File: config.mk
export PLATFORM = sky130hd
export DESIGN_NAME = rob_flush_ctrl
export DESIGN_NICKNAME = d
export VERILOG_FILES = /design/src/rtl/rob_flush_ctrl_pkg.sv /design/src/rtl/flush_lane_sel.sv /design/src/rtl/rob_flush_ctrl.sv
export SDC_FILE = /design/constraint.sdc
export NUM_CORES = 1
export LEC_CHECK = 0
export CAP_MARGIN = 20
export CELL_PAD_IN_SITES_DETAIL_PLACEMENT = 0
export CELL_PAD_IN_SITES_GLOBAL_PLACEMENT = 1
export CORE_UTILIZATION = 33
export DETAILED_ROUTE_END_ITERATION = 8
export PLACE_DENSITY = 0.9
export SYNTH_ARGS = -nofsm -noshare
export SYNTH_HDL_FRONTEND = slang
export SYNTH_SLANG_ARGS = --single-unit
File: constraint.sdc
create_clock -name clock -period 3.78 [get_ports clock]
set_clock_uncertainty 0.2 [all_clocks]
set_input_delay 0.756 -clock clock [delete_from_list [all_inputs] [get_ports clock]]
set_output_delay 0.756 -clock clock [all_outputs]
set_load 0.03 [all_outputs]
File: src/rtl/rob_flush_ctrl_pkg.sv
// Shared types and default configuration for the branch-misprediction flush controller.
package rob_flush_ctrl_pkg;

  localparam int CFG_N_WAY = 2;
  localparam int CFG_N_ROB = 8;
  localparam int CDB_BITS  = 6;
  localparam int XLEN      = 32;

  localparam logic [CDB_BITS-1:0] ZERO_REG_PR = '0;

  typedef enum logic [1:0] {
    IDLE     = 2'd0,
    DRAIN    = 2'd1,
    REDIRECT = 2'd2
  } flush_state_e;

  typedef struct packed {
    logic                valid;
    logic [CDB_BITS-1:0] tag;
  } flush_lane_t;

endpackage

File: src/rtl/flush_lane_sel.sv
// Picks the N_WAY snapshot entries starting at idx and marks which ones carry a
// returnable tag; also counts the valid lanes for the freed-tag tally.
module flush_lane_sel
  import rob_flush_ctrl_pkg::*;
#(
  parameter int N_WAY = CFG_N_WAY,
  parameter int N_ROB = CFG_N_ROB,
  parameter int IDX_W = $clog2(N_ROB) + 1
) (
  input  logic [CDB_BITS-1:0] snap_i      [N_ROB],
  input  logic [IDX_W-1:0]    idx_i,
  output flush_lane_t         lanes_o     [N_WAY],
  output logic [IDX_W-1:0]    valid_cnt_o
);

  localparam int SEL_W = (N_ROB > 1) ? $clog2(N_ROB) : 1;

  logic [IDX_W:0] pos [N_WAY];

  always_comb begin
    // NOTE: every output gets a default before the loop so no path leaves a latch.
    valid_cnt_o = '0;
    for (int i = 0; i < N_WAY; i++) begin
      pos[i]     = {1'b0, idx_i} + (IDX_W + 1)'(i);
      lanes_o[i] = '0;
      // Lanes past the end of the ROB (partial last group) stay invalid with tag 0.
      if (pos[i] < (IDX_W + 1)'(N_ROB)) begin
        lanes_o[i].tag   = snap_i[pos[i][SEL_W-1:0]];
        lanes_o[i].valid = (lanes_o[i].tag != '0) && (lanes_o[i].tag != ZERO_REG_PR);
      end
      valid_cnt_o = valid_cnt_o + IDX_W'(lanes_o[i].valid);
    end
  end

endmodule

File: src/rtl/rob_flush_ctrl.sv
// Branch-misprediction recovery: snapshot squashed tags, drain them to the free
// list under fl_ready, then pulse a fetch redirect. Also tracks a sticky halt.
module rob_flush_ctrl
  import rob_flush_ctrl_pkg::*;
#(
  parameter int N_WAY = CFG_N_WAY,
  parameter int N_ROB = CFG_N_ROB,
  parameter int TAG_W = CDB_BITS,
  parameter int PC_W  = XLEN
) (
  input  logic                       clock,
  input  logic                       reset,
  input  logic                       branch_haz,
  input  logic [PC_W-1:0]            br_target_pc,
  input  logic [N_ROB*TAG_W-1:0]     free_list_haz,
  input  logic [N_WAY-1:0]           retire_halt,
  input  logic                       fl_ready,
  output logic [N_WAY-1:0]           fl_free_valid,
  output logic [N_WAY*TAG_W-1:0]     fl_free_tag,
  output logic                       dispatch_stall,
  output logic                       fetch_redirect,
  output logic [PC_W-1:0]            fetch_redirect_pc,
  output logic                       flush_busy,
  output logic                       halted,
  output logic [$clog2(N_ROB):0]     freed_cnt,
  output logic                       proto_err
);

  localparam int IDX_W = $clog2(N_ROB) + 1;

  flush_state_e      state_q, state_d;
  logic [TAG_W-1:0]  snap_q [N_ROB];
  logic [TAG_W-1:0]  snap_d [N_ROB];
  logic [PC_W-1:0]   tgt_pc_q, tgt_pc_d;
  logic [IDX_W-1:0]  idx_q, idx_d;
  logic [IDX_W-1:0]  cnt_q, cnt_d;
  logic [IDX_W-1:0]  freed_cnt_q, freed_cnt_d;
  logic              halted_q, halted_d;
  logic              proto_err_q, proto_err_d;

  flush_lane_t       lanes [N_WAY];
  logic [IDX_W-1:0]  valid_cnt;
  logic [IDX_W:0]    idx_sum;

  flush_lane_sel #(
    .N_WAY (N_WAY),
    .N_ROB (N_ROB),
    .IDX_W (IDX_W)
  ) u_lane_sel (
    .snap_i      (snap_q),
    .idx_i       (idx_q),
    .lanes_o     (lanes),
    .valid_cnt_o (valid_cnt)
  );

  always_ff @(posedge clock) begin
    // NOTE: state registers use non-blocking assignments so every flop samples pre-edge values.
    if (reset) begin
      state_q     <= IDLE;
      tgt_pc_q    <= '0;
      idx_q       <= '0;
      cnt_q       <= '0;
      freed_cnt_q <= '0;
      halted_q    <= 1'b0;
      proto_err_q <= 1'b0;
      // NOTE: the snapshot is cleared on reset so an aborted flush leaves no stale tags behind.
      for (int k = 0; k < N_ROB; k++) snap_q[k] <= '0;
    end else begin
      state_q     <= state_d;
      tgt_pc_q    <= tgt_pc_d;
      idx_q       <= idx_d;
      cnt_q       <= cnt_d;
      freed_cnt_q <= freed_cnt_d;
      halted_q    <= halted_d;
      proto_err_q <= proto_err_d;
      for (int k = 0; k < N_ROB; k++) snap_q[k] <= snap_d[k];
    end
  end

  always_comb begin
    state_d     = state_q;
    snap_d      = snap_q;
    tgt_pc_d    = tgt_pc_q;
    idx_d       = idx_q;
    cnt_d       = cnt_q;
    freed_cnt_d = freed_cnt_q;
    halted_d    = halted_q | (|retire_halt);
    proto_err_d = proto_err_q;
    idx_sum     = {1'b0, idx_q} + (IDX_W + 1)'(N_WAY);

    unique case (state_q)
      IDLE: begin
        if (branch_haz) begin
          for (int k = 0; k < N_ROB; k++) snap_d[k] = free_list_haz[k*TAG_W +: TAG_W];
          tgt_pc_d = br_target_pc;
          idx_d    = '0;
          cnt_d    = '0;
          state_d  = DRAIN;
        end
      end
      DRAIN: begin
        proto_err_d = proto_err_q | branch_haz;
        // Every group costs one accepted handshake, even when all its lanes are empty.
        if (fl_ready) begin
          idx_d = idx_sum[IDX_W-1:0];
          cnt_d = cnt_q + valid_cnt;
          if (idx_sum >= (IDX_W + 1)'(N_ROB)) state_d = REDIRECT;
        end
      end
      REDIRECT: begin
        proto_err_d = proto_err_q | branch_haz;
        freed_cnt_d = cnt_q;
        state_d     = IDLE;
      end
      default: state_d = IDLE;
    endcase
  end

  always_comb begin
    fl_free_valid     = '0;
    fl_free_tag       = '0;
    fetch_redirect    = (state_q == REDIRECT);
    fetch_redirect_pc = (state_q == REDIRECT) ? tgt_pc_q : '0;
    flush_busy        = (state_q != IDLE);
    dispatch_stall    = branch_haz | (state_q != IDLE) | halted_q;
    halted            = halted_q;
    freed_cnt         = freed_cnt_q;
    proto_err         = proto_err_q;
    if (state_q == DRAIN) begin
      for (int i = 0; i < N_WAY; i++) begin
        fl_free_valid[i]             = lanes[i].valid;
        fl_free_tag[i*TAG_W +: TAG_W] = lanes[i].tag;
      end
    end
  end

endmodule

* Word level (Yosys, flattened, before mapping) *
Cells that the tools add are included.
Widths: inputs -> output; s select.

operators by class
  add/sub/neg operators = 4
  magnitude comparators = 5
  equality and inequality tests = 5
  multiplexer cells = 20
  bitwise logic cells = 6
  reduce and logical (&&, ||, !) cells = 10

operators with widths
  operator             number
  $bmux 6 s3           2
  $mux 32              1
  $mux 6               4
  $pmux 4 s2           2
  $mux 7               2
  $mux 12              1
  $mux 4               3
  $reduce_bool 6->1    2
  $ge 4x4->1 const B   2
  $mux 2               4
  $not 3->4            2
  $ne 2x2->1 const B   3
  $reduce_and 3->1     2
  $add 4x1->5 const B  1
  $add 4x2->5 const B  1
  $ge 5x4->1 const B   1
  $lt 5x4->1 const B   1
  $add 4x4->4          1
  $lt 4x4->1 const B   1
  $or 1x1->1           4
  $pmux 2 s2           1
  $reduce_bool 2->1    2
  $reduce_or 2->1      2
  $add 1x1->2          1
  4 further kinds      4

word-level totals
  bits in registers = 96
  input bits = 86
  output and inout bits = 55
  word-level logic and storage cells = 65

* Longest topological paths before layout *
  depth after elaboration = 11
  gate-level depth with buffers = 13
  depth with buffers taken out = 11

* Modules after synthesis *
A second synthesis with hierarchy kept.

second synthesis, totals
  cell total of the unflattened synthesis = 577
  area, all modules = 4898.4 um^2

by module, submodules not included
  module          instances  cells an instance  area each (um^2)  seq. area each (um^2)
  rob_flush_ctrl  1          490                3860.0            1901.8
  flush_lane_sel  1          87                 1038.5            0.0

* Worst setup path before layout *
No wires, ideal clock.

  path kind = register -> register
  from = register idx_q[1]
  to = register cnt_q[1]
  library setup time = 128 ps
  arrival time = 2926 ps
  required time = 3452 ps
  path slack = 527 ps
  stages on the path, launching flop included = 12
  path buffers = 2
  clock period less this slack = 3253 ps
  cell sequence = dfxtp_1 > clkbuf_1 > buf_2 > mux4_1 > or4_1 > nor3_2 > nor2_1 > ha_1 > ha_1 > fa_1 > a22oi_1 > nor2_1

between the ends
  cells in the longest elaborated chain, start to end = 11
  elaborated cells between the ends (all ways) = 19
  those cells by class = add/sub (3); order compare (2); mux (10); bitwise (2); reduce/logical (2)

ends and longest elaborated chain
  what                                        RTL line               source
  from (decl)                                 rob_flush_ctrl.sv:35   logic [IDX_W-1:0] idx_q, idx_d;
  from (signal assigned)                      rob_flush_ctrl.sv:71   idx_q <= idx_d;
  $add 4x1->5                                 flush_lane_sel.sv:24   pos[i] = {1'b0, idx_i} + (IDX_W + 1)'(i);
  $not 3->4 (not written as such)             flush_lane_sel.sv:28   lanes_o[i].tag = snap_i[pos[i][SEL_W-1:0]];
  $bmux 6 s3                                  flush_lane_sel.sv:28
  $mux 6 (not written as such) (2 in series)  flush_lane_sel.sv:28
  $reduce_bool 6->1                           flush_lane_sel.sv:29   lanes_o[i].valid = (lanes_o[i].tag != '0) && (lanes_o[i].tag != ZERO_REG_PR);
  $mux 7                                      flush_lane_sel.sv:27   if (pos[i] < (IDX_W + 1)'(N_ROB)) begin
  $add 1x1->2 (*)                             flush_lane_sel.sv:31   valid_cnt_o = valid_cnt_o + IDX_W'(lanes_o[i].valid);
  $add 4x4->4 (*)                             rob_flush_ctrl.sv:106  cnt_d = cnt_q + valid_cnt;
  $mux 4 (*)                                  rob_flush_ctrl.sv:104  if (fl_ready) begin
  $pmux 4 s2 (*)                              rob_flush_ctrl.sv:91   unique case (state_q)
  to (signal assigned)                        rob_flush_ctrl.sv:72   cnt_q <= cnt_d;
  to (decl)                                   rob_flush_ctrl.sv:36   logic [IDX_W-1:0] cnt_q, cnt_d;

Every way passes the cells marked *; elsewhere a longest branch is shown, timed or not. The select of a mux whose other input is x is not followed.
A chain may end at the register's enable or synchronous reset.

* Worst setup path after layout *
  from = register idx_q[2]
  to = register cnt_q[1]

The elaborated chain is that of the path after synthesis.

==> out/results.tsv <==
stage	metric	value	unit
global_route	grt_max_degree	58	
clock_tree	clock_sinks	95	
synth	yosysTopAreaCell	dfxtp_1	
global_route	grt_pass1_wl	17900	um
status	status	complete, no violations	
synth	synth_ff_type	dfxtp_1	
job	drv_cap	0	
floorplanning	die_h	114	um
min_path	hp-class	reg2reg	
finish	area_growth	44.2	%
critical_path	crit_fanout	10	
detailed_routing	drt_iter0_markers	214	
timing	min_period	3590	ps
finish	drive_gt1_share	5.10	%
critical_path	crit_path_end_kind	flip-flop	
detailed_routing	drc	0	
synth	async_reset_ff_share	0	%
clock_tree	cts_root_buf	clkbuf_16	
floorplanning	die_area	12900	um2
synth	ys_types	29	
pwr	switching_share	34.4	%
pwr	vdd_drop_max	0.217	mV
synth	yosys_warnings	0	
timing	slew_viol_final	0	
timing	setup_ws	187	ps
critical_path	path_class	reg2reg	
synth	netlist_area	4120	um2
clock_tree	cts_tree	yes	
pwr	power_frac_comb	34.0	%
detailed_routing	vias	3691	
finish	antenna_cells	0	
clock_tree	post_cts_resized	0	
detailed_routing	wire_per_inst	14.1	um
synth	synthCells	499	
synth	synth_enable_flop_cells	0	
detailed_routing	finalWirelength	11200	um
clock_tree	cts_buffers	9	
detailed_routing	vias_per_cell	4.64	
floorplanning	boundaryPins	141	
global_route	antenna_found_initial	0	
synth	synth_top_area_share	46.2	%
floorplanning	fp-row-count	40	
clock_tree	post-cts-setup-buffer-count	0	
critical_path	rrSetupSlack	190	ps
placement	dp_slack	203	ps
floorplanning	core_area	12100	um2
placement	io_buffers	140	
clock_tree	clock_latency	340	ps
pwr	leakage	2.25	nW
clock_tree	clockBufferDepth	2	
synth	synthTopCellsByArea	dfxtp_1, nand2_1, a21oi_1	
timing	fin_crit_sh	95.1	%
critical_path	cp.required	3780	ps
timing	tns	0	ps
timing	max_clock_freq	0.278	GHz
clock_tree	clk_pin_slew	70	ps
finish	final_nets	718	
placement	detailed_place_hpwl	8270	um
synth	synth_common_cells	nand2_1, dfxtp_1, a21oi_1	
critical_path	cp.arrival	3590	ps
synth	synth_fp_nets	594	
clock_tree	cts_hold_repair.buffers	0	
synth	yosysMostFrequentCell	nand2_1	
global_route	grt_usage	18.0	%
pwr	p_per_area	549	nW/um2
clock_tree	htree_levels	3	
synth	synth-seq-cells	95	
detailed_routing	drt_pass1_iterations	4	
critical_path	crit_path_start_kind	flip-flop	
floorplanning	chipWidth	114	um
timing	slew_headroom	43.9	%
pwr	power.share.sequential	38.7	%
timing	setup_viol_count_final	0	
pwr	clock_power_share	27.3	%
pwr	p_sw	1.12	mW
synth	syn_avg_cell_area	8.25	um2
floorplanning	start_util	34.1	%
timing	worst_slew_pin_slew	842	ps
global_route	grt_pass1_vias	3741	
detailed_routing	antenna_left	0	
placement	routabilityCongestion	0.890	
global_route	grt-ovfl-total	0	
pwr	internal_power	2.14	mW
timing	hold_violations	0	
synth	ys_seq_area_share	46.2	%
timing	rsz0062_at_grt	false	
## critical path, stage by stage (launching register included)
cell	delay, ps
dfxtp_1	640
mux4_1	660
or4_1	560
nor3_2	150
nor2_1	60
ha_1	300
ha_1	220
fa_1	430
a22oi_1	170
nor2_1	60
## through the flow
stage	hold WS [ps]	total power [mW]	utilization, %	std cells	area, um2
after global placement	237	2.35	46.8	780	5640
after global routing	275	3.48	49.2	796	5930
after detailed placement	242	2.40	46.8	780	5640
after floorplan	232	1.98	-	499	4120
final	247	3.26	49.2	796	5930
after CTS	251	3.30	49.2	796	5930
## cells in the final DEF (no fill, tap or decap), types with 5 or more instances in the layout
master / count
a21oi_1: 84
and2_1: 38
buf_4: 9
clkbuf_16: 9
clkdlybuf4s50_1: 137
dfxtp_1: 95
ha_1: 8
inv_1: 5
mux2i_1: 6
mux4_1: 9
nand2_1: 162
nor2_1: 21
nor2b_1: 7
## flip-flops by register name (all words and copies together) (netlist names)
| register | count |
|---|---|
| cnt_q | 4 |
| halted | 1 |
| state_q | 2 |
| idx_q | 3 |
| snap_q | 48 |
| proto_err | 1 |
| freed_cnt | 4 |
| tgt_pc_q | 32 |
## cell type report
cell class / instances / area, um2
Multi-Input combinational cell: 364 / 2050
Timing Repair Buffer: 148 / 1460
Fill cell: 1167 / 6130
Clock inverter: 4 / 45.0
Clock buffer: 12 / 246
Inverter: 5 / 18.8
Tap cell: 168 / 210
Sequential cell: 95 / 1900
## cells by family (layout without fill, tap and decap cells)
group                    after synthesis  count (layout)  share of synthesized area (%)
AO/OA/AOI/OAI                         93              93                           11.7
XOR/XNOR                               2               2                          0.426
multiplexers                          18              18                           8.85
flip-flops                            95              95                           46.2
AND/OR/NAND/NOR                      242             242                           25.8
adder cells (fa/ha/maj)                9               9                           2.92
buffers and inverters                 40             169                           4.13
## layer usage
metal | wire length [um] | global-route usage (%) | up-vias | share of wire, %
li1 | - | - | 1885 | -
met1 | 5010 | 22.0 | 1667 | 45
met2 | 5390 | 31.6 | 125 | 48
met3 | 609 | 3.03 | 14 | 5.4
met4 | 194 | 7.28 | 0 | 1.7
met5 | 0 | 0 | - | 0
## power groups by stage
stage	sequential [mW]	clock (mW)	combinational (mW)
floorplan	1.25	0	0.738
global placement	1.27	0	1.08
detailed placement	1.28	0	1.11
CTS	1.26	0.914	1.12
global route	1.28	0.960	1.25
finish	1.26	0.890	1.11
## path summary, 6_finish.rpt
| path | to | depth (start not counted) | start |
|---|---|---|---|
| setup / recovery | cnt_q[1] | 9 | idx_q[2] |
| hold / removal | tgt_pc_q[1] | 2 | tgt_pc_q[1] |
| setup reg to reg | cnt_q[1] | 9 | idx_q[2] |
| hold reg to reg | tgt_pc_q[1] | 2 | tgt_pc_q[1] |
Note: power is estimated with default switching activity, not from simulation.
==> RTL edit 1 (same settings) <==
Put a register stage on the output `fetch_redirect_pc`. The value now appears one clock later. The other outputs are not delayed to match.
--- a/src/rtl/rob_flush_ctrl.sv
+++ b/src/rtl/rob_flush_ctrl.sv
@@ -27,6 +27,8 @@
 );
 
   localparam int IDX_W = $clog2(N_ROB) + 1;
+
+  logic [PC_W-1:0] fetch_redirect_pc_d;
 
   flush_state_e      state_q, state_d;
   logic [TAG_W-1:0]  snap_q [N_ROB];
@@ -120,7 +122,7 @@
     fl_free_valid     = '0;
     fl_free_tag       = '0;
     fetch_redirect    = (state_q == REDIRECT);
-    fetch_redirect_pc = (state_q == REDIRECT) ? tgt_pc_q : '0;
+    fetch_redirect_pc_d = (state_q == REDIRECT) ? tgt_pc_q : '0;
     flush_busy        = (state_q != IDLE);
     dispatch_stall    = branch_haz | (state_q != IDLE) | halted_q;
     halted            = halted_q;
@@ -134,5 +136,9 @@
     end
   end
 
+  always_ff @(posedge clock) begin
+    fetch_redirect_pc <= fetch_redirect_pc_d;
+  end
+
 endmodule
 
Check against the original RTL: not equivalent (Yosys sat finds a counterexample within 10 cycles, from zero or initial values and one cycle with reset high).
==> RTL edit 1 against the original RTL <==
- fmax grew 3.0%
- wire length increased by 4.0%
- die area rose by 16%
- final area increased by 16%
- largest cell class is now flip-flops and latches
- power up 31%
- sequential cell count rose by 32
- via count up 7.5%
- synthesized area is 16% higher
- sequential power is 29% higher
- utilization down 0.13 points
- setup slack improved by 0.11 ns
==> RTL edit 1: results (changes against the original RTL) <==
placed cell areas=0.00630 mm^2 (+12%); Worst-path clk slew=0.05 ns (-0.02 ns); first-pass GRT wire length=18600 um (+3.7%); Skew-Pair Late Insertion Delay=0.41 ns (+0.07 ns); worst hold endpoint=tgt_pc_q[0]; status=complete, no violations; XOR/XNOR Fraction of Synth Area=0.00367 (-0.000582); layout cells sized above 1=0.0656 (+0.0146); Tot GR Track Use=0.164 (-0.0168); VDD IR max=0.326 mV (+51%); Leakage=0.00264 uW (+17%); multi-input gates=365 (+0.27%); sequential-to-total area share from yosys stat=0.533 (+0.0712); Post-Synth Adder-Cell Area=0.0252 (-0.00399); RePlAce Congestion=0.868 (-2.5%); Clock Buffer Count=22 (+10); number of fill cells=1296 (+11%); fraction of synthesized area in multiplexers=0.0758 (-0.0126); Regs by FF count=snap_q: 48 flops, fetch_redirect_pc: 32 flops, tgt_pc_q: 32 flops; register share of the cell area=0.370 (+0.0499); Critical path destination=fl_free_valid[1]; vias=3968 (+7.5%); DPL Wire Length=8330 um (+0.68%); Critical Path Max Stage Delay=0.60 ns (-0.06 ns); multi-input combinational area share=0.300 (-0.0447); Sw Pwr=1290 uW (+15%); total wire length=11700 um (+4.0%); Clock buf/inv share=0.0817 (+0.0325); Iteration-0 DRC Markers=157 (-27%); depth of the CTS H-tree=4 (+1); Mapped Nets=626 (+5.4%); Synth Area in Compound Gates=0.101 (-0.0157); Data arrival, critical path=2.53 ns (-1.06 ns); Hold Startpoint=tgt_pc_q[0]; Signal inverters=4 (-1)
## RTL edit 1: per-layer routing
metal	track usage	wire length, um
met1	0.200	5220
met2	0.268	5640
met3	0.0440	568
met4	0.0732	221
met5	0	0
## RTL edit 1: power by group through the flow
stage | clock network, uW | logic [uW] | registers, uW
floorplan | 0 | 708 | 1670
global placement | 0 | 1090 | 1640
detailed placement | 0 | 1120 | 1650
CTS | 1580 | 1130 | 1630
global route | 1640 | 1250 | 1650
finish | 1540 | 1120 | 1630
## RTL edit 1: through the flow
step / hold slack, ns / setup slack [ns] / instances
finish: 0.248 / 0.293 / 851
CTS: 0.250 / 0.210 / 851
global route: 0.268 / 0.121 / 851
global placement: 0.238 / 0.425 / 823
detailed placement: 0.242 / 0.350 / 823
floorplan: 0.232 / 0.615 / 531
## RTL edit 1: worst max-delay path: cells and delay by family (launching register included)
family	cells	cell delay (ns)
buffers and inverters	2	0.42
flip-flops	1	0.30
multiplexers	1	0.60
AND/OR/NAND/NOR	3	0.79
==> RTL edit 2 (same flow settings) <==
Made on the original files. Change the package constant `ZERO_REG_PR` from '0 to 1.
--- a/src/rtl/rob_flush_ctrl_pkg.sv
+++ b/src/rtl/rob_flush_ctrl_pkg.sv
@@ -6,7 +6,7 @@
   localparam int CDB_BITS  = 6;
   localparam int XLEN      = 32;
 
-  localparam logic [CDB_BITS-1:0] ZERO_REG_PR = '0;
+  localparam logic [CDB_BITS-1:0] ZERO_REG_PR = 1;
 
   typedef enum logic [1:0] {
     IDLE     = 2'd0,
Behaviour: not the same (a bounded check fails within 4 cycles, from zero or initial values and one cycle with reset high).
==> RTL edit 2 against the original RTL <==
- wire length shrank 3.8%
- synthesized cell count is the same
- largest power group unchanged
- power shrank 2.2%
- cell count shrank 0.25%
- sequential cell count is the same
- synthesized area is essentially flat
- sequential power is essentially flat
- critical path type is now flop to primary output
- final area grew 0.67%
- setup slack gained 0.18 ns
- die area is essentially flat
- fmax grew 5.2%
==> RTL edit 2: results (changes against the original RTL) <==
sequential-to-total area share from yosys stat=0.462 (about the same); Skew-Pair Late Insertion Delay=0.33 ns; predominant post-synthesis flop cell=dfxtp_1; RePlAce Congestion=0.781 (-12%); GR Util met3=0.0468 (+0.0165); total wire length=10800 um (-3.8%); Hold Path Cell Cnt=2 (unchanged); Reg2Reg Depth=11 (+2); cts repair resizes=1 (+1); WL met3=564 um (-7.4%); number of fill cells=1181 (+1.2%); Pre-antenna DRT Iters=4 (unchanged); Max-Slew Margin vs Limit=0.461 (+0.0222); Hold Startpoint=tgt_pc_q[14]; Critical Path Max Stage Delay=0.69 ns (+0.03 ns); synthesized area per cell=8.25 um^2 (about the same); post-synth cell types=32 (+10%); pre-CTS setup slack=0.265 ns (+0.0617 ns); Tot GR Track Use=0.174 (-0.00635); non-filler instance count after layout=794 (-0.25%); Synth Area in Compound Gates=0.116 (-0.000643); dpl cells=778 (-0.26%); PD cells=533 mW/mm^2 (-2.9%); fraction of synthesized area in multiplexers=0.0890 (+0.000581); vias in the first global route=3692 (-1.3%); first-pass GRT wire length=17700 um (-1.3%); Critical-path top delay cell=clkdlybuf4s50_1; Iteration-0 DRC Markers=145 (-32%); VDD IR max=0.346 mV (+60%); top cell family by delay on the critical path=buffers and inverters; Post-Synth Adder-Cell Area=0.0292 (about the same); depth of the CTS H-tree=3 (unchanged); placed cell areas=0.00565 mm^2 (about the same); worst hold endpoint=tgt_pc_q[14]; worst reg2reg endpoint=cnt_q[2]; global-route met2 utilization=0.305 (-0.0106); main area contributors after synthesis=dfxtp_1 46%, nand2_1 15%, a21oi_1 10%, and2_1 6.7%, mux4_1 4.5%; status=complete, no violations; Routed Antenna Nets=0 (unchanged); setup slack, reg-to-reg=0.49 ns (+0.30 ns); n_diodes=0 (unchanged); met2 routed WL=5420 um (+0.50%); XOR/XNOR Fraction of Synth Area=0.00425 (about the same); Data arrival, critical path=2.46 ns (-1.13 ns); WL met1=4630 um (-7.5%); DRC viols=0 (unchanged); largest net degree at the start of global routing=64 (+10%); hold_ws=0.249 ns (+0.00181 ns); nets@finish=716 (-0.28%); Async S/R FF share, synth=0 (unchanged); top post-synthesis cells by count=162 x nand2_1, 95 x dfxtp_1, 84 x a21oi_1; Leakage=0.00230 uW (+2.0%); DPL Wire Length=7900 um (-4.5%); crit path max fanout=12 (+2); drt via density=4.69 (+1.1%); layout cells sized above 1=0.0559 (+0.00496); M1 GR Usage=0.204 (-0.0159)
[RTL edit 2: power by group]
| group | switching (uW) | internal (uW) |
|---|---|---|
| sequential | 97.3 | 1170 |
| clock | 373 | 568 |
| combinational | 566 | 415 |
| total | 1040 | 2150 |
[RTL edit 2: worst max path at each step]
stage	start	end	slack (ns)	depth (start not counted)
5_1_grt	state_q[1]	fl_free_tag[11]	0.14	5
2_1_floorplan	idx_q[2]	cnt_q[1]	0.72	10
3_5_place_dp	idx_q[1]	fl_free_valid[1]	0.27	6
6_report	state_q[1]	fl_free_tag[11]	0.37	5
3_3_place_gp	idx_q[1]	fl_free_valid[1]	0.32	6
4_1_cts	idx_q[2]	fl_free_valid[1]	0.07	5
[RTL edit 2: cell type report]
class / instances / area share
Timing Repair Buffer: 148 / 0.249
Tap cell: 168 / 0.0352
Clock inverter: 4 / 0.00880
Multi-Input combinational cell: 363 / 0.341
Clock buffer: 12 / 0.0446
Sequential cell: 95 / 0.319
Inverter: 4 / 0.00251
